[src/rtl/dmem_arb_pkg.sv]
// Shared definitions for the two-port data-memory arbiter.
//   ADDR_W / DATA_W : default byte-address and word widths
//   PORT_CPU/AUX    : port ids (load/store unit, secondary master)
//   state_e         : sequencer state encoding
package dmem_arb_pkg;

  localparam int ADDR_W = 16;
  localparam int DATA_W = 16;

  localparam logic PORT_CPU = 1'b0;
  localparam logic PORT_AUX = 1'b1;

  typedef enum logic [1:0] {
    IDLE   = 2'd0,
    ACCESS = 2'd1,
    DONE   = 2'd2
  } state_e;

endpackage

[src/rtl/dmem_arb_pick.sv]
// Combinational winner selection for the data-memory arbiter.
//   req[1:0]   : in  - pending requests, bit index = port id
//   last_grant : in  - port granted most recently
//   winner     : out - port to grant (meaningful only when req != 0)
// Build option DMEM_ARB_RR_EN: defined -> round-robin on a tie,
// undefined -> port 0 always wins a tie.
module dmem_arb_pick
  import dmem_arb_pkg::*;
(
  input  logic [1:0] req,
  input  logic       last_grant,
  output logic       winner
);

  always_comb begin
    // With no request the choice is irrelevant; holding the last grant keeps
    // the output quiet.
    winner = last_grant;
`ifdef DMEM_ARB_RR_EN
    if (req == 2'b11) begin
      winner = ~last_grant;
    end else if (req[PORT_CPU]) begin
      winner = PORT_CPU;
    end else if (req[PORT_AUX]) begin
      winner = PORT_AUX;
    end
`else
    if (req[PORT_CPU]) begin
      winner = PORT_CPU;
    end else if (req[PORT_AUX]) begin
      winner = PORT_AUX;
    end
`endif
  end

endmodule

[src/rtl/dmem_arbiter.sv]
// Two-port arbiter/sequencer for the shared 16-bit byte-addressed data memory.
// Port 0 is the CPU load/store unit, port 1 a secondary master (DMA/debug).
//   clk, rst_n               : clock, async active-low reset
//   pN_req/we/addr/wdata     : in  - request and qualifiers, held until ack
//   pN_ack                   : out - one-cycle completion pulse
//   pN_rdata                 : out - read data, held until the next ack on port N
//   mem_addr/mem_din/mem_en  : out - memory address, write data, write enable
//   mem_dout                 : in  - combinational memory read data
//   busy                     : out - high in ACCESS and DONE
//   grant_id                 : out - port currently or most recently granted
// Build option DMEM_ARB_RR_EN: round-robin tie break (else fixed, port 0 first).
//
// state  | meaning
// IDLE   | waiting; samples requests and latches the winner's qualifiers
// ACCESS | memory driven from latched request; read data captured at end
// DONE   | winner's ack high; requests ignored
module dmem_arbiter
  import dmem_arb_pkg::*;
(
  input  logic              clk,
  input  logic              rst_n,
  input  logic              p0_req,
  input  logic              p0_we,
  input  logic [ADDR_W-1:0] p0_addr,
  input  logic [DATA_W-1:0] p0_wdata,
  output logic              p0_ack,
  output logic [DATA_W-1:0] p0_rdata,
  input  logic              p1_req,
  input  logic              p1_we,
  input  logic [ADDR_W-1:0] p1_addr,
  input  logic [DATA_W-1:0] p1_wdata,
  output logic              p1_ack,
  output logic [DATA_W-1:0] p1_rdata,
  output logic [ADDR_W-1:0] mem_addr,
  output logic [DATA_W-1:0] mem_din,
  output logic              mem_en,
  input  logic [DATA_W-1:0] mem_dout,
  output logic              busy,
  output logic              grant_id
);

  state_e            state_q, state_d;
  logic              win_q, win_d;
  logic              we_q, we_d;
  logic [ADDR_W-1:0] addr_q, addr_d;
  logic [DATA_W-1:0] wdata_q, wdata_d;
  logic [1:0]        ack_q, ack_d;
  logic [DATA_W-1:0] rdata0_q, rdata0_d;
  logic [DATA_W-1:0] rdata1_q, rdata1_d;
  logic              grant_q, grant_d;

  logic [1:0] req;
  logic       pick_win;
  logic       pick_last;

  assign req = {p1_req, p0_req};

`ifdef DMEM_ARB_RR_EN
  // Separate from grant_id: it resets to "port 1 served last" so that port 0
  // is preferred on the first tie, while grant_id itself resets to 0.
  logic rr_last_q, rr_last_d;
  assign pick_last = rr_last_q;
`else
  assign pick_last = grant_q;
`endif

  dmem_arb_pick u_pick (
    .req        (req),
    .last_grant (pick_last),
    .winner     (pick_win)
  );

  always_ff @(posedge clk or negedge rst_n) begin
    if (!rst_n) begin
      state_q  <= IDLE;
      win_q    <= PORT_CPU;
      we_q     <= 1'b0;
      addr_q   <= '0;
      wdata_q  <= '0;
      ack_q    <= '0;
      rdata0_q <= '0;
      rdata1_q <= '0;
      grant_q  <= PORT_CPU;
`ifdef DMEM_ARB_RR_EN
      rr_last_q <= PORT_AUX;
`endif
    end else begin
      state_q  <= state_d;
      win_q    <= win_d;
      we_q     <= we_d;
      addr_q   <= addr_d;
      wdata_q  <= wdata_d;
      ack_q    <= ack_d;
      rdata0_q <= rdata0_d;
      rdata1_q <= rdata1_d;
      grant_q  <= grant_d;
`ifdef DMEM_ARB_RR_EN
      rr_last_q <= rr_last_d;
`endif
    end
  end

  always_comb begin
    state_d  = state_q;
    win_d    = win_q;
    we_d     = we_q;
    addr_d   = addr_q;
    wdata_d  = wdata_q;
    ack_d    = '0;
    rdata0_d = rdata0_q;
    rdata1_d = rdata1_q;
    grant_d  = grant_q;
`ifdef DMEM_ARB_RR_EN
    rr_last_d = rr_last_q;
`endif
    case (state_q)
      IDLE: begin
        if (|req) begin
          state_d = ACCESS;
          win_d   = pick_win;
          grant_d = pick_win;
          we_d    = pick_win ? p1_we    : p0_we;
          addr_d  = pick_win ? p1_addr  : p0_addr;
          wdata_d = pick_win ? p1_wdata : p0_wdata;
`ifdef DMEM_ARB_RR_EN
          rr_last_d = pick_win;
`endif
        end
      end
      ACCESS: begin
        state_d       = DONE;
        ack_d[win_q]  = 1'b1;
        if (!we_q) begin
          if (win_q == PORT_AUX) begin
            rdata1_d = mem_dout;
          end else begin
            rdata0_d = mem_dout;
          end
        end
      end
      DONE: begin
        state_d = IDLE;
      end
      default: begin
        state_d = IDLE;
      end
    endcase
  end

  always_comb begin
    busy     = (state_q != IDLE);
    mem_en   = 1'b0;
    mem_addr = '0;
    mem_din  = '0;
    if (state_q == ACCESS) begin
      mem_en   = we_q;
      mem_addr = addr_q;
      mem_din  = wdata_q;
    end
    p0_ack   = ack_q[PORT_CPU];
    p1_ack   = ack_q[PORT_AUX];
    p0_rdata = rdata0_q;
    p1_rdata = rdata1_q;
    grant_id = grant_q;
  end

endmodule

[config.mk]
export PLATFORM = sky130hd
export DESIGN_NAME = dmem_arbiter
export DESIGN_NICKNAME = d
export VERILOG_FILES = /design/src/rtl/dmem_arb_pkg.sv /design/src/rtl/dmem_arb_pick.sv /design/src/rtl/dmem_arbiter.sv
export SDC_FILE = /design/constraint.sdc
export NUM_CORES = 1
export LEC_CHECK = 0
export CAP_MARGIN = 20
export CORE_MARGIN = 10
export CORE_UTILIZATION = 27
export DETAILED_ROUTE_END_ITERATION = 8
export MAX_ROUTING_LAYER = met4
export PLACE_DENSITY = 0.66
export SLEW_MARGIN = 10
export SYNTH_ARGS = -nofsm -noshare
export SYNTH_HDL_FRONTEND = slang
export SYNTH_SLANG_ARGS = --single-unit
[constraint.sdc]
create_clock -name clk -period 1.5 [get_ports clk]
set_clock_uncertainty 0.1 [all_clocks]
set_input_delay 0.3 -clock clk [delete_from_list [all_inputs] [get_ports clk]]
set_output_delay 0.3 -clock clk [all_outputs]
set_load 0.01 [all_outputs]
* After elaboration in Yosys (flattened, before gate mapping)
Index checks and enable logic that the tools add are counted.
** Word-level totals
- Flip-flop bits (word level) :: 70
- Bits of input ports :: 86
- Word-level logic and storage cells :: 34
- Output and inout bits :: 69
** Operators by class
- $lt $le $gt $ge :: 2
- Equality and inequality tests :: 2
- Bitwise logic cells :: 2
- Reductions and logical operators :: 7
- Multiplexer cells :: 13
** Operators with widths (count)
- $mux W16 :: 4
- $reduce_and A3 Y1 :: 2
- $mux W1 :: 5
- $mux W2 :: 2
- $pmux W2 S2 :: 1
- $eq A2 B1 Y1 const B :: 1
- $logic_not A2 Y1 :: 1
- $lt A1 B2 Y1 const B :: 1
- $ne A2 B2 Y1 const B :: 1
- $not A1 Y1 :: 2
- $reduce_and A2 Y1 :: 1
- $reduce_bool A2 Y1 :: 1
- $reduce_or A2 Y1 :: 1
- $demux W1 S1 :: 1
- $ge A1 B1 Y1 const B :: 1
- $logic_and A1 B1 Y1 :: 1

* Logic depth before layout (Yosys ltp)
Gate-level depths: netlist of run 1.
- Depth after elaboration :: 5
- Gate-level depth with buffers :: 6
- Gate-level depth less buffers :: 4

* By module
A second synthesis of run 1 with hierarchy kept.
** Unflattened totals
- Cell total of the unflattened synthesis :: 224
- Area, all modules :: 3261.9 µm²
** Modules (own cells, without submodules)
- dmem_arbiter :: cells each 223, area an instance 3251.9 µm², instances 1, sequential area each 1751.7 µm²
- dmem_arb_pick :: cells each 1, area an instance 10.0 µm², instances 1, sequential area each 0.0 µm²

* Worst setup path after synthesis of run 1
OpenSTA, ideal clock, no wires.
- Path kind :: flip-flop to flip-flop
- Start point :: reg state_q[1]
- End point :: reg rdata1_q[10], in the netlist p1_rdata[10]
- Cell stages (with the launch flop) :: 5
- Required time :: 1275 ps
- Setup time :: 125 ps
- Clock period less this slack :: 1585 ps
- Data arrival time :: 1360 ps
- Slack :: -85 ps
- Path buffers :: 1
- Cell sequence :: dfrtp_1 nand2b_4 nor3b_4 buf_6 mux2_2
** On the way
- Longest elaborated chain between the ends :: 2
** Ends and longest elaborated chain
- start, declared :: line dmem_arbiter.sv:42 : state_e state_q, state_d;
- start signal, assigned :: line dmem_arbiter.sv:88 : state_q <= state_d;
- $eq A2 B1 Y1 :: line dmem_arbiter.sv:116 : case (state_q)
- $reduce_and A3 Y1 (no source line)
- end signal, assigned :: line dmem_arbiter.sv:95 : rdata1_q <= rdata1_d;
- end, declared :: line dmem_arbiter.sv:49 : logic [DATA_W-1:0] rdata1_q, rdata1_d;
Every way passes these cells.
A chain may end at the register's enable or synchronous reset.

* Final worst setup path of run 1
- Start point :: reg state_q[0]
- End point :: out mem_din[9]
** On the way
- Longest elaborated chain between the ends :: 2
** Ends and longest elaborated chain
- $eq A2 B1 Y1 :: line dmem_arbiter.sv:155 : if (state_q == ACCESS) begin
- $mux W16 :: line dmem_arbiter.sv:155
- end, declared :: line dmem_arbiter.sv:35 : output logic [DATA_W-1:0] mem_din,
Every way passes these cells.

==> results of run 1 <==
-- stage by stage --
stage          TNS (ps)  area [µm²]  power [W]  setup WS [ps]  utilization [%]
4_1_cts          -23040        6100     0.0134           -421             50.8
2_1_floorplan     -1070        3350    0.00619          -85.0                -
5_1_grt          -31130        6320     0.0147           -487             52.6
3_3_place_gp     -18100        5190    0.00899           -381             43.2
3_5_place_dp     -20080        5190    0.00913           -416             43.2
6_report         -25490        6320     0.0139           -436             52.6
-- metal layers --
layer	vias to the layer above	global-route usage, %	wire, µm
met4	0	3.14	85
met1	1583	19.4	5990
met2	106	25.5	6660
li1	1462	-	-
met3	11	4.83	933
met5	-	-	0
-- layout make-up --
| cell class | count | area share, % |
|---|---|---|
| Multi-Input combinational cell | 198 | 29.2 |
| Inverter | 3 | 0.277 |
| Sequential cell | 70 | 27.7 |
| Timing Repair Buffer | 206 | 35.5 |
| Tap cell | 147 | 2.91 |
| Clock buffer | 9 | 3.56 |
| Clock inverter | 7 | 0.792 |
-- worst max-delay path: stages, from the launching register on --
cell and delay (ps):
dfrtp_1 420, nand2b_4 100, clkinvlp_4 130, buf_12 160, buf_12 130, and2_4 150
buf_6 110
-- how the worst max path moves through the flow --
| stage | to | startpoint | slack, ps | cells past startpoint |
|---|---|---|---|---|
| final | mem_din[9] | state_q[0] | -440 | 6 |
| after global routing | mem_din[9] | state_q[0] | -490 | 6 |
| after CTS | mem_din[11] | state_q[0] | -420 | 6 |
| after detailed placement | mem_en | state_q[1] | -420 | 5 |
| after global placement | mem_en | state_q[1] | -380 | 5 |
| after floorplan | p1_rdata[10] | state_q[1] | -90 | 4 |
-- cells by family (layout without fill, tap and decap cells) --
family          count (synthesis)  after routing  synth area share (%)
compound gates                 96             96                  18.6
flops                          70             70                  52.9
simple gates                   70             70                  13.9
mux                            32             32                  10.9
buf+inv                        27            225                  3.66
-- report_power, final --
part	internal, W	switching, W	total, W
clock	0.00112	0.000833	0.00195
combinational	0.00496	0.00336	0.00833
sequential	0.00286	0.000721	0.00358
-- state kept, by name, indices dropped and copies added, names as in the netlist --
signal    cells
win_q         1
addr_q       16
p1_rdata     16
ack_q         2
p0_rdata     16
wdata_q      16
we_q          1
state_q       2
-- layout by cell type (no fill, tap or decap), drive strengths merged --
cell type,Yosys,routed
nor3b,2,2
dfrtp,70,70
o2bb2ai,5,5
bufbuf,0,1
clkinvlp,0,4
a21oi,1,1
nand2b,1,1
buf,7,85
mux2,32,32
dlygate4sd3,0,1
clkdlybuf4s15,0,1
a31oi,28,28
nor2,3,3
inv,3,3
nor2b,29,29
clkdlybuf4s50,0,83
o21ai,29,29
a22oi,33,33
nor3,1,1
clkbuf,17,10
clkinv,0,3
dlygate4sd2,0,34
and2,34,34
-- what timing repair did --
item | in CTS | in global routing
pin swaps | 23 | 19
setup buffers | 21 | 8
hold buffers | 1 | 0
endpoints found under the hold margin | 25 | 0
gates resized for setup | 310 | 55
gates cloned | 9 | 1
endpoints found under the setup margin | 135 | 101
==> flow_summary.json, run 1 <==
{
  "status": "complete, but fails checks",
  "violations": "negative setup slack",
  "io_buffers": 154,
  "viasPerCell": 4.94,
  "critical_path.max_fanout": 8,
  "syn_area_um2": 3310,
  "ys_seq_area_share_pct": 52.9,
  "ios": 155,
  "grt_max_degree": 36,
  "grt_first_pass_wirelength_mm": 20.1,
  "min_period_ps": 1940,
  "ctsHtreeMaxLevel": 3,
  "cts_sinks": 70,
  "ys_ff_latch": 70,
  "worst_slack_ps": -436,
  "peakVddDrop_mv": 0.826,
  "clockBufferDepth": 2,
  "wl_per_cell_um": 21.4,
  "rsz0062_at_grt": "true",
  "vias": 3162,
  "async_reset_ff_share_pct": 100,
  "clk_latency_ps": 320,
  "p_leak_nw": 2.70,
  "first_pass_iters": 4,
  "remaining_drc_errors": 0,
  "nNetsFinal": 574,
  "drtIter0Drc": 128,
  "fin_crit_sh_pct": 129,
  "holdWs_ps": 360,
  "cap_violations": 0,
  "r2r-start": "state_q[0]",
  "nFillCells": 1054,
  "die_h_um": 131,
  "setup_viol": 101,
  "rr_worst_depth": 9,
  "die_area_um2": 17100,
  "synth.most_common_cell": "dfrtp_1",
  "gr-total-overflow": 0,
  "core_um2": 12000,
  "cts_buffers": 9,
  "critical_path_class": "reg2out",
  "synth_top_area_share_pct": 52.9,
  "yosysUniqueCellTypes": 21,
  "antenna_found_initial": 0,
  "worst-r2r-setup-slack_ps": -370,
  "syn2layout_area_growth_pct": 90.9,
  "yosys_warnings": 0,
  "worstPathRequired_ps": 1100,
  "track_usage_pct": 15.9,
  "die_w_um": 131,
  "relSlewSlack_pct": 71.4,
  "multi_input_area_um2": 1850,
  "synth_edf_count": 0,
  "hold-path-cell-count": 3,
  "min_to": "state_q[0]",
  "drive_gt1_share_pct": 42.8,
  "cts_root_buf": "clkbuf_16",
  "n_antenna_cell": 0,
  "area.sequential_um2": 1750,
  "dpl.cell_count": 594,
  "syn_nets": 381,
  "hold_class": "in2reg",
  "reg2reg_to": "addr_q[5]",
  "antenna_left": 0,
  "slew_viol_final": 0,
  "synth_area_leaders": "dfrtp_1 (53%), mux2_2 (11%), a22oi_1 (7.5%)",
  "critPathLaunchType": "register",
  "cp.arrival_ps": 1540,
  "synth_common_cells": "dfrtp_1 (70), and2_1 (34), a22oi_1 (33), mux2_2 (32), nor2b_1 (29)",
  "cts_tree": "yes",
  "stdcell_count": 640,
  "synthCells": 295,
  "hpwl_mm": 8.44,
  "synth_area_leader_cell": "dfrtp_1",
  "first_global_vias": 3495,
  "p_per_area_nw_per_um2": 2190,
  "finalHoldViolCount": 0,
  "synth_ff_type": "dfrtp_1",
  "clk_pin_slew_ps": 60,
  "avgSynthCellArea_um2": 11.2,
  "tightest_slew_ps": 429,
  "start_util_pct": 27.6,
  "globalplace.congestion": 0.782,
  "wl_mm": 13.7,
  "critPathCaptureType": "output port",
  "fmax_mhz": 516,
  "min_from": "p1_req",
  "core.rowCount": 40
}
No activity file was read; power rests on OpenSTA's default activity.
==> inputs of run 2 (changes only) <==
- CORE_UTILIZATION: 27 -> 37
- PLACE_DENSITY: 0.66 -> 0.83
==> run 2 against run 1 <==
  * The flow still finishes with violations (negative setup slack)
  * Critical endpoint is now mem_din[5]
  * Final cell count is 7.2% lower
  * Highest routed layer unchanged
  * Clock power decreased by 27%
  * First-iteration DRC count is 37% higher
  * Worst setup slack improved by 14 ps
  * Flip-flop and latch count unchanged
  * Critical path depth is the same
  * Sequential share of layout area rose by 1.7 points
  * Register-to-register slack hardly changed
  * Count of clock-buffer cells in the layout stayed put
  * Largest power group unchanged
  * Via count shrank 0.98%
==> flow_summary.json, run 2 (synthesis gave the netlist of run 1 again) <==
{
  "p_sw_share_pct": 36.2,
  "min_period_ps": 1920,
  "pwr-share-clk_pct": 11.3,
  "worst-path-stages": 6,
  "worst-r2r-setup-slack_ps": -360,
  "comb_power_share_pct": 60.8,
  "cp_slowest_cell": "dfrtp_1",
  "io_buffers": 154,
  "drtIter0Drc": 175,
  "die_w_um": 115,
  "p_int_w": 0.00802,
  "path_delay_family": "buffers and inverters",
  "die_area_um2": 13100,
  "clockBufferDepth": 2,
  "pwr-share-seq_pct": 27.9,
  "start_util_pct": 38.0,
  "drive_gt1_share_pct": 36.8,
  "ios": 155,
  "crit_end": "mem_din[5]",
  "finalHoldViolCount": 0,
  "hold_class": "in2async",
  "peakVddDrop_mv": 1.21,
  "critPathLaunchType": "register",
  "p_per_area_nw_per_um2": 2110,
  "layout_common_cells": "clkdlybuf4s50_1 (83), dfrtp_1 (69), buf_6 (43)",
  "critical_path_class": "reg2out",
  "core_um2": 8720,
  "final_common_cell": "clkdlybuf4s50_1",
  "fmax_mhz": 520,
  "fin_crit_sh_pct": 128,
  "die_h_um": 115,
  "grt_max_degree": 39,
  "crit_chain": "nand2b_4 > clkinvlp_4 > buf_6 > buf_12 > and2_4 > buf_6",
  "clk_pin_slew_ps": 100,
  "rr_worst_depth": 7,
  "cts_root_buf": "clkbuf_8",
  "stdcell_count": 594,
  "violations": "negative setup slack",
  "first_global_vias": 3423,
  "nFillCells": 638,
  "cp.arrival_ps": 1520,
  "relSlewSlack_pct": 79.3,
  "rsz0062_at_grt": "true",
  "viasPerCell": 5.27,
  "core.rowCount": 34,
  "fin_tns_setup_ps": -23100,
  "cts_sinks": 70,
  "n_antenna_cell": 0,
  "cts_tree": "yes",
  "critical_path.max_fanout": 7,
  "gr-total-overflow": 0,
  "crit_buf_inv": 4,
  "r2r-start": "state_q[1]",
  "remaining_drc_errors": 0,
  "nNetsFinal": 567,
  "globalplace.congestion": 0.770,
  "dp_slack_ps": -404,
  "p_leak_nw": 2.62,
  "worst_slack_ps": -422,
  "vias": 3131,
  "status": "complete, but fails checks",
  "wl_per_cell_um": 21.3,
  "grt_first_pass_wirelength_mm": 18.8,
  "slew_viol_final": 0,
  "track_usage_pct": 18.5,
  "tightest_slew_ps": 309,
  "first_pass_iters": 4,
  "setup_viol": 79,
  "critPathLaunch": "state_q[0]",
  "clk_latency_ps": 340,
  "cp_common_cell": "buf_6",
  "ctsHtreeMaxLevel": 3,
  "cap_violations": 0,
  "cpPeakStageDelay_ps": 410,
  "antenna_left": 0,
  "hpwl_mm": 8.26,
  "holdWs_ps": 269,
  "worstPathRequired_ps": 1100,
  "syn2layout_area_growth_pct": 79.9,
  "wl_mm": 12.7,
  "p_sw_w": 0.00454,
  "antenna_found_initial": 0,
  "critPathCaptureType": "output port",
  "reg2reg_to": "p0_rdata[12]",
  "cts_buffers": 9,
  "dpl.cell_count": 555
}
## run 2: changes by cell type in the layout (fill, tap and decap cells not counted), moves of 3 or more
cell       previous run  this run
buf_2                 4         1
a22oi_2              28         8
clkbuf_8              0         9
clkbuf_16            10         4
mux2_2                8         0
buf_6                49        43
o2bb2ai_1             1         5
a22oi_1               5        25
mux2_4               24        32
## run 2: how the worst min path moves through the flow
| stage | cells past startpoint | to | slack, ps |
|---|---|---|---|
| floorplan | 0 | ack_q[0] | -100 |
| global placement | 1 | p0_rdata[14] | 100 |
| detailed placement | 1 | p0_rdata[14] | 110 |
| CTS | 2 | p0_rdata[14] | 280 |
| global route | 2 | p0_rdata[14] | 290 |
| finish | 2 | p0_rdata[14] | 270 |
## run 2: layout make-up
type                       count  area, µm²  area share [%]
clock buffer                   9        124            2.08
tap                          108        135            2.27
multi-input combinational    198       1710            28.6
timing repair buffer         199       2170            36.4
sequential                    70       1750            29.4
inverter                       3       17.5           0.294
clock inverter                 7       55.1           0.924
## run 2: what timing repair did
| action | CTS | global route |
|---|---|---|
| endpoints found under the setup margin | 135 | 98 |
| setup buffers | 12 | 6 |
| cloned | 5 | 5 |
| pin swaps | 28 | 6 |
| hold buffers | 1 | 0 |
| resized for setup | 271 | 51 |
| hold endpoints to repair | 18 | 0 |
## run 2: per-layer routing
metal / part of all wire, % / up-vias / global-route usage [%]
met5: 0 / - / -
met4: 1.2 / 0 / 5.76
met3: 7.3 / 11 / 4.98
met2: 51 / 123 / 30.3
met1: 41 / 1546 / 21.6
li1: - / 1451 / -
## run 2: worst reg2reg max path, delay by kind of cell, from the launching register on
kind,cells,cell delay [ps]
buffers and inverters,4,590
AND/OR/NAND/NOR,2,390
flip-flops,1,380
multiplexers,1,300
## run 2: metrics by stage
step / cell area (µm²) / util (%) / total power [W]
6_report: 5960 / 68.3 / 0.0126
5_1_grt: 5960 / 68.3 / 0.0133
3_3_place_gp: 5150 / 59.1 / 0.00894
4_1_cts: 5710 / 65.4 / 0.0116
2_1_floorplan: 3350 / - / 0.00619
3_5_place_dp: 5150 / 59.1 / 0.00916
## run 2: power groups by stage
stage	sequential, W	clock [W]	combinational (W)
2_1_floorplan	0.00358	0	0.00261
3_3_place_gp	0.00342	0	0.00552
3_5_place_dp	0.00347	0	0.00569
4_1_cts	0.00347	0.00144	0.00671
5_1_grt	0.00363	0.00153	0.00815
6_report	0.00350	0.00142	0.00764
